==> src/rtl/btn_evt_pkg.sv <==
// Shared types and helpers for the button event arbiter.
package btn_evt_pkg;

  typedef enum logic [0:0] {IDLE, OFFER} arb_state_t;

  localparam int unsigned SYNC_STAGES = 2;
  localparam int unsigned MAX_BTN     = 16;

  // First set bit of pend searching upward from ptr, wrapping at n (n <= MAX_BTN).
  function automatic int unsigned rr_pick(input logic [MAX_BTN-1:0] pend,
                                          input int unsigned        ptr,
                                          input int unsigned        n);
    int unsigned pick;
    logic [4:0]  idx;
    logic        found;
    pick  = ptr;
    found = 1'b0;
    for (int unsigned k = 0; k < MAX_BTN; k++) begin
      idx = 5'(ptr + k);
      if (idx >= 5'(n)) idx = idx - 5'(n);
      if (k < n && !found && pend[idx[3:0]]) begin
        pick  = 32'(idx);
        found = 1'b1;
      end
    end
    return pick;
  endfunction

endpackage

==> src/rtl/btn_channel.sv <==
// Per-button front end: 2-flop synchroniser, optional debounce filter
// (enabled by BTN_DEBOUNCE_EN) and rising-edge detector.
module btn_channel
  import btn_evt_pkg::*;
#(
  parameter int unsigned DEBOUNCE_CYCLES = 4
) (
  input  logic clk,
  input  logic reset,
  input  logic btn_i,
  output logic edge_o
);

  localparam int unsigned SettleW = $clog2(SYNC_STAGES + 1);

  if (DEBOUNCE_CYCLES == 0 || DEBOUNCE_CYCLES > 65535) begin : g_cfg_err
    $error("btn_channel: DEBOUNCE_CYCLES must be in 1..65535");
  end

  logic [SYNC_STAGES-1:0] sync_q, sync_d;
  logic [SettleW-1:0]     settle_q, settle_d;
  logic                   armed_q, armed_d;
  logic                   lvl_dly_q, lvl_dly_d;
  logic                   sync2, settled, lvl;

  assign sync2   = sync_q[SYNC_STAGES-1];
  assign settled = (settle_q == SettleW'(SYNC_STAGES));

`ifdef BTN_DEBOUNCE_EN
  localparam int unsigned CntW = $clog2(DEBOUNCE_CYCLES + 1);

  logic [CntW-1:0] cnt_q, cnt_d;
  logic            filt_q, filt_d;

  always_comb begin
    cnt_d  = '0;
    filt_d = filt_q;
    if (sync2 != filt_q) begin
      if (cnt_q == CntW'(DEBOUNCE_CYCLES - 1)) begin
        filt_d = sync2;
      end else begin
        cnt_d = cnt_q + 1'b1;
      end
    end
  end

  always_ff @(posedge clk) begin
    if (reset) begin
      cnt_q  <= '0;
      filt_q <= 1'b0;
    end else begin
      cnt_q  <= cnt_d;
      filt_q <= filt_d;
    end
  end

  assign lvl = filt_q;
`else
  assign lvl = sync2;
`endif

  // A channel only arms once it has seen a genuinely low input after reset, so a
  // button held through reset does not fire until it is released and pressed again.
  always_comb begin
    sync_d    = {sync_q[SYNC_STAGES-2:0], btn_i};
    settle_d  = settled ? settle_q : settle_q + 1'b1;
    armed_d   = armed_q | (settled & ~sync2);
    lvl_dly_d = lvl;
    edge_o    = lvl & ~lvl_dly_q & armed_q;
  end

  always_ff @(posedge clk) begin
    if (reset) begin
      sync_q    <= '0;
      settle_q  <= '0;
      armed_q   <= 1'b0;
      lvl_dly_q <= 1'b0;
    end else begin
      sync_q    <= sync_d;
      settle_q  <= settle_d;
      armed_q   <= armed_d;
      lvl_dly_q <= lvl_dly_d;
    end
  end

endmodule

==> src/rtl/btn_event_arbiter.sv <==
// Button edge collector with round-robin valid/ready event port.
// Optional debounce filter per channel is enabled by defining BTN_DEBOUNCE_EN.
module btn_event_arbiter
  import btn_evt_pkg::*;
#(
  parameter int unsigned N_BTN           = 4,
  parameter int unsigned DEBOUNCE_CYCLES = 4,
  parameter int unsigned ID_W            = $clog2(N_BTN)
) (
  input  logic             clk,
  input  logic             reset,
  input  logic [N_BTN-1:0] btn_in,
  output logic             evt_valid,
  input  logic             evt_ready,
  output logic [ID_W-1:0]  evt_id,
  output logic [N_BTN-1:0] pending,
  output logic             overflow
);

  if (N_BTN < 2 || N_BTN > MAX_BTN) begin : g_cfg_err
    $error("btn_event_arbiter: N_BTN must be in 2..16");
  end

  logic [N_BTN-1:0] edge_w, clr_vec;
  logic [N_BTN-1:0] pending_q, pending_d;
  logic             overflow_q, overflow_d;
  logic             evt_valid_q, evt_valid_d;
  logic [ID_W-1:0]  evt_id_q, evt_id_d;
  logic [ID_W-1:0]  rr_ptr_q, rr_ptr_d;
  arb_state_t       state_q, state_d;
  logic             accept;

  for (genvar i = 0; i < N_BTN; i++) begin : g_ch
    btn_channel #(
      .DEBOUNCE_CYCLES(DEBOUNCE_CYCLES)
    ) u_ch (
      .clk   (clk),
      .reset (reset),
      .btn_i (btn_in[i]),
      .edge_o(edge_w[i])
    );
  end

  // Set beats clear when an edge lands in the same cycle as its accept.
  always_comb begin
    accept  = evt_valid_q & evt_ready;
    clr_vec = '0;
    for (int i = 0; i < N_BTN; i++) begin
      clr_vec[i] = accept & (evt_id_q == ID_W'(i));
    end
    pending_d  = edge_w | (pending_q & ~clr_vec);
    overflow_d = overflow_q | (|(edge_w & pending_q & ~clr_vec));
  end

  always_comb begin
    state_d     = state_q;
    evt_valid_d = evt_valid_q;
    evt_id_d    = evt_id_q;
    rr_ptr_d    = rr_ptr_q;
    unique case (state_q)
      IDLE: begin
        if (|pending_q) begin
          evt_id_d    = ID_W'(rr_pick(MAX_BTN'(pending_q), 32'(rr_ptr_q), N_BTN));
          evt_valid_d = 1'b1;
          state_d     = OFFER;
        end
      end
      OFFER: begin
        if (evt_ready) begin
          evt_valid_d = 1'b0;
          rr_ptr_d    = (evt_id_q == ID_W'(N_BTN - 1)) ? '0 : evt_id_q + 1'b1;
          state_d     = IDLE;
        end
      end
      default: state_d = IDLE;
    endcase
  end

  always_ff @(posedge clk) begin
    if (reset) begin
      state_q     <= IDLE;
      evt_valid_q <= 1'b0;
      evt_id_q    <= '0;
      rr_ptr_q    <= '0;
      pending_q   <= '0;
      overflow_q  <= 1'b0;
    end else begin
      state_q     <= state_d;
      evt_valid_q <= evt_valid_d;
      evt_id_q    <= evt_id_d;
      rr_ptr_q    <= rr_ptr_d;
      pending_q   <= pending_d;
      overflow_q  <= overflow_d;
    end
  end

  assign evt_valid = evt_valid_q;
  assign evt_id    = evt_id_q;
  assign pending   = pending_q;
  assign overflow  = overflow_q;

endmodule

==> config.mk <==
export PLATFORM = sky130hd
export DESIGN_NAME = btn_event_arbiter
export DESIGN_NICKNAME = d
export VERILOG_FILES = /design/src/rtl/btn_evt_pkg.sv /design/src/rtl/btn_channel.sv /design/src/rtl/btn_event_arbiter.sv
export SDC_FILE = /design/constraint.sdc
export NUM_CORES = 1
export LEC_CHECK = 0
export BUFFER_PORTS_ARGS = -buffer_cell sky130_fd_sc_hd__clkbuf_2
export CAP_MARGIN = 5
export CORE_MARGIN = 5
export CORE_UTILIZATION = 58
export DETAILED_ROUTE_END_ITERATION = 7
export PLACE_DENSITY = 0.87
export SETUP_SLACK_MARGIN = 0.3
export SLEW_MARGIN = 10
export SYNTH_ARGS = -nofsm -noshare
export SYNTH_HDL_FRONTEND = slang
export SYNTH_SLANG_ARGS = --single-unit
==> constraint.sdc <==
create_clock -name clk -period 5.6 [get_ports clk]
set_input_delay 1.12 -clock clk [delete_from_list [all_inputs] [get_ports clk]]
set_output_delay 1.12 -clock clk [all_outputs]
set_load 0.05 [all_outputs]
# After elaboration in Yosys (flattened, before gate mapping)
# Cells that the tools add are included.
op_classes:
  mux: 40
  add_sub_neg: 12
  order_cmp: 8
  bitwise: 36
  n_eq_ne: 9
  reduce_logical: 12
ops:
  columns: ["cell", "count"]
  rows:
  - ["2-to-1 mux 4 bit", 12]
  - ["< comparator 4 x 5 -> 1 bit, second input constant", 4]
  - ["AND 1 bit", 17]
  - ["2-to-1 mux 1 bit", 17]
  - ["binary-select mux 1 bit (select 4 bit)", 4]
  - ["AND 4 bit", 3]
  - ["equality test 2 bit, second input constant", 6]
  - ["subtractor 3 x 3 -> 4 bit, second input constant", 3]
  - ["adder 2 x 1 -> 2 bit, second input constant", 5]
  - ["2-to-1 mux 2 bit", 5]
  - ["greater-or-equal comparator 3 bit, second input constant", 3]
  - ["NOT 1 bit", 9]
  - ["OR reduction 4 bit", 2]
  - ["adder 2 x 2 -> 3 bit, second input constant", 2]
  - ["AND reduction 2 bit", 3]
  - ["OR 1 bit", 5]
  - ["inequality test 2 bit, second input constant", 2]
  - ["NOT 4 bit", 1]
  - ["OR 4 bit", 1]
  - ["case mux 1 bit (2 select lines)", 2]
  - ["subtractor 2 x 3 -> 4 bit, second input constant", 1]
  - ["adder 2 x 1 -> 3 bit, second input constant", 1]
  - ["greater-or-equal comparator 2 x 3 -> 1 bit, second input constant", 1]
  - ["logical AND 1 bit", 3]
  - ["3 further kinds", 5]
word_totals:
  register_bits: 35
  output_inout_bits: 8
  wordCells: 139

# Depth between registers and ports, before layout
# Gate-level depths: netlist (run 1).
logic_depth:
  depth_word: 22
  depth_mapped: 8
  mapped_depth_nobuf: 7

# Cells and area by module
# From an unflattened synthesis (run 1), not the netlist that was laid out.
hier_totals:
  hier_cells: 176
  hier_area_um2: 1634.1
modules_own_cells:
  columns: ["module", "cells_per_inst", "instances", "seq_area_each_um2", "area_each_um2"]
  rows:
  - ["btn_channel", 21, 4, 120.1, 209.0]
  - ["btn_event_arbiter", 92, 1, 220.2, 798.3]

# Worst setup path after synthesis (run 1)
# No wires, ideal clock.
synth_timing:
  path_kind: "register to register"
  start: "reg rr_ptr_q[0]"
  end: "reg evt_id_q[1] (netlist: evt_id[1])"
  setup_ns: 0.086
  slack_ns: 3.545
  arrival_time_ns: 1.969
  path_stages_with_launch: 9
  period_less_slack_ns: 2.055
  cell_sequence: "dfxtp_1 buf_6 inv_1 ha_1 mux2_2 a32oi_1 nor3b_1 o32ai_1 a211oi_1"
synth_between:
  elab_chain_len: 22
  word_cells_on_any_way: 50
  cone_classes: "add/sub (7); order compare (4); mux (33); reduce/logical (6)"
synth_lines:
  columns: ["element", "line_no", "text"]
  rows:
  - ["start, declared", "btn_event_arbiter.sv:29", "logic [ID_W-1:0] rr_ptr_q, rr_ptr_d;"]
  - ["start signal, assigned", "btn_event_arbiter.sv:91", "rr_ptr_q <= rr_ptr_d;"]
  - ["subtractor 2 x 3 -> 4 bit / greater-or-equal comparator 2 x 3 -> 1 bit (equally long branches)", "btn_evt_pkg.sv:20", "if (idx >= 5'(n)) idx = idx - 5'(n);"]
  - ["2-to-1 mux 4 bit", "btn_evt_pkg.sv:20", null]
  - ["2-to-1 mux 4 bit", "btn_event_arbiter.sv:62", "if (|pending_q) begin"]
  - ["2-to-1 mux 4 bit", "btn_event_arbiter.sv:60", "unique case (state_q)"]
  - ["binary-select mux 1 bit (select 4 bit)", "btn_evt_pkg.sv:21", "if (k < n && !found && pend[idx[3:0]]) begin"]
  - ["2-to-1 mux 1 bit (not written as such)", "btn_evt_pkg.sv:21", null]
  - ["2-to-1 mux 1 bit", "btn_evt_pkg.sv:21", null]
  - ["2-to-1 mux 1 bit", "btn_event_arbiter.sv:62", null]
  - ["[... 6 more ...]", null, null]
  - ["zero test 1 bit", "btn_evt_pkg.sv:21", null]
  - ["logical AND 1 bit", "btn_evt_pkg.sv:21", null]
  - ["2-to-1 mux 1 bit", "btn_evt_pkg.sv:21", null]
  - ["2-to-1 mux 1 bit", "btn_event_arbiter.sv:62", null]
  - ["2-to-1 mux 1 bit", "btn_event_arbiter.sv:60", null]
  - ["zero test 1 bit", "btn_evt_pkg.sv:21", null]
  - ["logical AND 1 bit", "btn_evt_pkg.sv:21", null]
  - ["2-to-1 mux 2 bit *", "btn_evt_pkg.sv:21", null]
  - ["end signal, assigned", "btn_event_arbiter.sv:90", "evt_id_q <= evt_id_d;"]
  - ["end, declared", "btn_event_arbiter.sv:28", "logic [ID_W-1:0] evt_id_q, evt_id_d;"]
# Mark *: on every way between the ends. The rest lies on a longest branch, timed or not. The select of a mux whose other input is x is not followed.
# A chain may end at the register's enable or synchronous reset.

# Worst setup path after layout (run 1)
# Same ends and word-level chain as after synthesis.

==> results of run 1 <==
## power breakdown
group / internal (mW) / leakage, nW / switching (mW) / total (mW)
Combinational: 0.0665 / 0.379 / 0.0927 / 0.159
Sequential: 0.295 / 0.287 / 0.0303 / 0.325
Clock: 0.0623 / 0.0355 / 0.0785 / 0.141
Total: 0.424 / 0.702 / 0.202 / 0.625
## cell usage after synthesis (all sizes together) (3+ instances only)
cell / count
nor2b: 10
nand3b: 4
nor4: 3
dfxtp: 35
a21oi: 18
nor2: 26
clkbuf: 4
xor2: 4
nand3: 5
ha: 12
nand2: 10
mux2i: 4
nor3: 6
inv: 15
## cells by family after synthesis
kind of cell	share of synthesized area, %
multiplexers	4.085
adder cells (fa/ha/maj)	9.804
AO/OA/AOI/OAI	11.44
flip-flops	45.75
buffers and inverters	5.392
AND/OR/NAND/NOR	21.24
XOR/XNOR	2.287
## flip-flops by register name (all words and copies together), names as in the netlist
signal               count
pending                  4
evt_valid                1
overflow                 1
g_ch.u_ch.sync_q         8
g_ch.u_ch.lvl_dly_q      4
state_q                  1
g_ch.u_ch.armed_q        4
rr_ptr_q                 2
g_ch.u_ch.settle_q       8
evt_id                   2
## metrics by stage
stage | power, mW | hold slack, ns | area [um2] | std cells
2_1_floorplan | 0.4566 | 0.4138 | 1531 | 172
3_3_place_gp | 0.4746 | 0.4185 | 1613 | 211
3_5_place_dp | 0.4914 | 0.4326 | 1613 | 211
4_1_cts | 0.6333 | 0.4592 | 1677 | 219
5_1_grt | 0.6778 | 0.4744 | 1677 | 219
6_report | 0.6253 | 0.4565 | 1677 | 219
## worst paths after layout
check,start,to,slack (ns)
setup reg to reg,rr_ptr_q[0],evt_id[1],3.19
hold reg to reg,g_ch[2].u_ch.sync_q[0],g_ch[2].u_ch.sync_q[1],0.46
setup / recovery,rr_ptr_q[0],evt_id[1],3.19
hold / removal,g_ch[2].u_ch.sync_q[0],g_ch[2].u_ch.sync_q[1],0.46
## routing by layer
| layer | global-route usage [%] | share of wire, % | vias up |
|---|---|---|---|
| met5 | 0 | 0 | - |
| met4 | 9.091 | 1.6 | 0 |
| met3 | 3.774 | 3.9 | 4 |
| met2 | 31.42 | 52 | 17 |
| met1 | 18.37 | 43 | 556 |
| li1 | - | - | 612 |
## layout make-up
cell class | instances | area [um2]
clock buffer | 7 | 55.05
timing repair buffer | 14 | 70.07
fill | 208 | 823.3
tap | 30 | 37.54
sequential | 35 | 700.7
multi-input combinational | 117 | 748.2
clock inverter | 1 | 8.758
inverter | 15 | 56.30
==> out/results.ini, run 1 <==
[run_status]
status=finished, final reports clean

[hold_path]
whs_path_depth=1
min_path_type=flip-flop to flip-flop

[final_layout]
layout_commonest_cell=dfxtp_1
mostFrequentLayoutCells=35 x dfxtp_1, 26 x nor2_1, 18 x a21oi_1
antenna_cells=0
drive_gt1_share_pct=12.70
nets=207
fin_util_pct=67.07
area_growth_pct=9.477

[floorplanning]
coreArea_um2=2500
die_area_um2=3768
die_x_um=61.39
ios=15
fp.dieH_um=61.39
start_util_pct=61.26
rows=18

[cts]
cts_tree=built
h-tree-depth=2
cts_sinks=35
clk_pin_slew_worst_paths_ns=0.10
clock_latency_ns=0.33
cts_root_buf=clkbuf_4
cts_hold_buffers=0
cts-resized-gates=0
post-cts-setup-buffer-count=0
clock_path_buffers=2
cts_buffers=5

[routing]
avgRoutedWirePerCell_um=12.11
finalWirelength_um=2653
ant_nets=0
vias=1189
dr.pass1.iters=4
drc=0
dr.first_iter.drc_count=37
viasPerCell=5.429

[sta]
fin_setup_tns_ns=0
period_share_pct=42.96
skew_ns=0.004811
slew_headroom_pct=56.15
min_period_ns=2.406
finalSetupViolations=0
grt_setup_unrepaired=false
hold_viol_final=0
final_max_slew_viol_count=0
finalWorstSetupSlack_ns=3.194
fmax_mhz=415.7
worst_slew_pin_slew_ns=0.6578

[synth]
synth_top_area_share_pct=45.75
ys_async_sr_fraction_pct=0
synthFlopType=dfxtp_1
syn-num-nets=191
synth_cell_types=27
yosysSeqAreaShare_pct=45.75
synth_warnings=0
synth_area_per_cell_um2=8.904
ys_seq_elements=35
syn_area_um2=1531
yosys-top-cells-area=dfxtp_1 46%, ha_1 9.8%, nor2_1 6.4%
synth_edf_count=0
synth_cells=172
yosys.area.top_type=dfxtp_1

[worst_setup_path]
crit_path_top_delay_cell=dfxtp_1
ff2ff_path_depth=7
critPathTopFamily=flip-flops
crit_chain=inv_1 -> ha_1 -> mux2_2 -> a32oi_1 -> nor3b_1 -> o32ai_1 -> a211oi_1
critPathBufInv=1
path_max_fanout=12
crit_path_start_kind=flip-flop
cp.required_ns=5.84
endpoint_kind=flip-flop
crit_arrival_ns=2.64
slowest_delay_ns=0.62
worstSetupPathType=flip-flop to flip-flop
worstSetupPathDepth=7

[power]
power.density_nw_per_um2=372.9
vdd_drop_max_uv=335.6
p_leak_nw=0.7016

[placed_design]
gp_congestion=0.8832
dp_slack_ns=3.226
place_hpwl_um=2051
io_buffers=14

[grt]
grt_overflow_total=0
grt_usage_pct=17.21
antenna_found_initial=0
grt_pass1_wl_um=4885
grt_max_degree=37
first_global_vias=1243

[flow_run]
maxCapViolations=0

Note: power is estimated with default switching activity, not from simulation.
==> run 2: changes to the inputs <==
--- a/config.mk
+++ b/config.mk
@@ -5,12 +5,13 @@
 export SDC_FILE = /design/constraint.sdc
 export NUM_CORES = 1
 export LEC_CHECK = 0
+export ABC_AREA = 1
 export BUFFER_PORTS_ARGS = -buffer_cell sky130_fd_sc_hd__clkbuf_2
 export CAP_MARGIN = 5
 export CORE_MARGIN = 5
-export CORE_UTILIZATION = 58
+export CORE_UTILIZATION = 57
 export DETAILED_ROUTE_END_ITERATION = 7
-export PLACE_DENSITY = 0.87
+export PLACE_DENSITY = 0.86
 export SETUP_SLACK_MARGIN = 0.3
 export SLEW_MARGIN = 10
 export SYNTH_ARGS = -nofsm -noshare
==> constraint.sdc (replaced) <==
create_clock -name clk -period 2.4 [get_ports clk]
set_input_delay 0.48 -clock clk [delete_from_list [all_inputs] [get_ports clk]]
set_output_delay 0.48 -clock clk [all_outputs]
set_load 0.05 [all_outputs]
==> run 2 against run 1 <==
  * Flip-flop and latch count unchanged
  * Area after synthesis is 6.5% higher
  * Critical path type unchanged
  * Critical endpoint unchanged
  * Non-clock buffer count stayed put
==> out/results.ini, run 2 <==
[run_status]
status=finished, final reports clean

[floorplanning]
coreArea_um2=2758
fp.dieH_um=63.50
rows=19
die_x_um=63.50
die_area_um2=4032
start_util_pct=59.17
ios=15

[sta]
final_max_slew_viol_count=0
worst_slew_pin_slew_ns=0.5642
fin_setup_tns_ns=0
grt_setup_unrepaired=false
period_share_pct=80.18
finalSetupViolations=0
hold_viol_final=0
slew_headroom_pct=62.39
fmax_mhz=519.7
min_period_ns=1.924
skew_ns=0.005135

[synth]
synth_top_family_by_area=simple AND/OR/NAND/NOR gates
yosysSeqAreaShare_pct=42.94
synth_edf_count=0
ys_async_sr_fraction_pct=0
ys_top_cells_by_count=35 x dfxtp_1, 35 x inv_1, 31 x nand2_1, 31 x nor2_1, 20 x a21oi_1
ys_seq_elements=35
synthMuxAreaShare_pct=0
synth_area_per_cell_um2=7.733
synth_cells=211
synth_compound_area_share_pct=10.28
synth-adder-area-share_pct=9.202
syn-num-nets=230
synth_top_area_share_pct=42.94
yosys.area_share.simple_pct=27.84
synth_warnings=0
syn_area_um2=1632
synthFlopType=dfxtp_1
synth_cell_types=22
yosys-top-cells-area=dfxtp_1 43%, ha_1 9.2%, inv_1 8.1%
synthXorXnorAreaFrac_pct=0.5368
yosys.area.top_type=dfxtp_1

[grt]
grt_overflow_total=0
grt_max_degree=30
grt.busiest_layer=met2
first_global_vias=1311
grt_pass1_wl_um=5457
grt_use_met1_pct=19.39
grtUsageMet3_pct=5.151
grt_use_met2_pct=27.54
antenna_found_initial=0
grt_usage_pct=16.95

[worst_setup_path]
crit_path_start_kind=flip-flop
ff2ff_path_depth=10
r2r-start=rr_ptr_q[1]
cp.required_ns=2.65
critPathTopFamily=flip-flops
crit_arrival_ns=2.18
regToRegSetupSlack_ns=0.48
slowest_delay_ns=0.44
critPathBufInv=2
path_max_fanout=7
endpoint_kind=flip-flop
worstSetupPathType=flip-flop to flip-flop
crit_chain=inv_1 -> ha_2 -> inv_1 -> nand3_2 -> nand3_2 -> nand2_4 -> nor2_4 -> a21oi_1 -> nand2_2 -> a21oi_2
crit_path_top_delay_cell=dfxtp_1
r2r_end=evt_id[1]

[cts]
cts_root_buf=clkbuf_4
cts_tree=built
cts_sinks=35
h-tree-depth=2
clock_path_buffers=2
clk_pin_slew_worst_paths_ns=0.10
cts_hold_buffers=0
clock_latency_ns=0.32
cts_buffers=5

[routing]
viasPerCell=5.015
ant_nets=0
vias=1309
dr.first_iter.drc_count=76
finalWirelength_um=2970
avgRoutedWirePerCell_um=11.38
dr.pass1.iters=5
drc=0

[final_layout]
fin_util_pct=66.52
mostFrequentLayoutCells=35 x inv_1, 34 x dfxtp_1, 31 x nor2_1, 31 x nand2_1, 20 x a21oi_1
reg_top3=g_ch.u_ch.settle_q: 8 flops, g_ch.u_ch.sync_q: 8 flops
layout_commonest_cell=inv_1
antenna_cells=0
area_growth_pct=12.42
drive_gt1_share_pct=18.70
n_fill_cell=235
nets=248

[hold_path]
min_to=g_ch[2].u_ch.sync_q[0]
min-delay-start=btn_in[2]
whs_path_depth=3
min_path_type=primary input to flip-flop

[placed_design]
gp_congestion=0.8248
io_buffers=14
place_hpwl_um=2156

[power]
power.density_nw_per_um2=853.6
sw_frac_of_total_pct=28.49
switching_power_uw=446.0
vdd_drop_max_uv=822.5
pwr-share-comb_pct=21.6
intPower_mw=1.120
pwr-share-seq_pct=45.8
clkPwrFrac_pct=32.6
p_leak_nw=0.8713
total_power_mw=1.566

[flow_run]
maxCapViolations=0

[run 2: cell count changes in the layout (fill, tap and decap cells not counted), sizes merged, moves of 6 or more]
| cell | previous run | this run |
|---|---|---|
| inv | 15 | 37 |
| nand3 | 5 | 19 |
| nand2 | 10 | 38 |
| nor2 | 26 | 32 |
| o21ai | 0 | 7 |
| nor2b | 10 | 0 |
[run 2: cell families (layout without fill, tap and decap cells)]
logic type                 Yosys count  in the layout
and+or+nand+nor                     92             92
buffers and inverters               40             59
DFF                                 35             35
AOI/OAI and AO/OA                   31             31
adders and majority gates           12             12
xor gates and xnor gates             1              1
[run 2: repair_timing]
item                       CTS  global route
setup endpoints to repair    0             2
gates resized for setup      0             2
buffers inserted             0             0
[run 2: final cells by class]
class | instances | area, um2 | area share (%)
tap | 31 | 38.79 | 2.115
sequential | 35 | 701.9 | 38.27
multi-input combinational | 136 | 783.3 | 42.70
clock buffer | 6 | 41.29 | 2.251
timing repair buffer | 14 | 70.07 | 3.820
inverter | 37 | 138.9 | 7.572
clock inverter | 2 | 60.06 | 3.274
[run 2: worst max path at each step]
stage	slack [ns]	end	from	cells past startpoint
finish	0.48	evt_id[1]	rr_ptr_q[1]	10
global placement	0.54	evt_id[0]	rr_ptr_q[0]	12
CTS	0.41	evt_id[1]	rr_ptr_q[0]	10
detailed placement	0.45	evt_id[0]	rr_ptr_q[0]	12
floorplan	0.64	evt_id[0]	rr_ptr_q[0]	12
global route	0.32	evt_id[1]	rr_ptr_q[1]	10
[run 2: stage by stage]
step | area, um2 | hold WS (ns) | setup WS (ns) | std cells
final | 1834 | 0.3293 | 0.4757 | 261
after global routing | 1834 | 0.3147 | 0.3161 | 261
after CTS | 1831 | 0.3104 | 0.4114 | 261
after detailed placement | 1729 | 0.3923 | 0.4471 | 253
after global placement | 1729 | 0.3886 | 0.5423 | 253
after floorplan | 1632 | 0.3883 | 0.6369 | 211
[run 2: power groups by stage]
stage	clock (mW)	sequential, mW	combinational (mW)
2_1_floorplan	0	0.745	0.252
3_3_place_gp	0	0.726	0.319
3_5_place_dp	0	0.730	0.338
4_1_cts	0.527	0.717	0.342
5_1_grt	0.562	0.729	0.399
6_report	0.511	0.717	0.338
[run 2: tightest hold or removal path: cells and delay by family]
kind                   cells  cell delay (ns)
buffers and inverters      2             0.12
AND/OR/NAND/NOR            1             0.03
[run 2: routing by layer]
layer  up-vias  wire length [um]
li1        700                 -
met1       575              1303
met2        28              1438
met3         6               183
met4         0                44
met5         -                 0
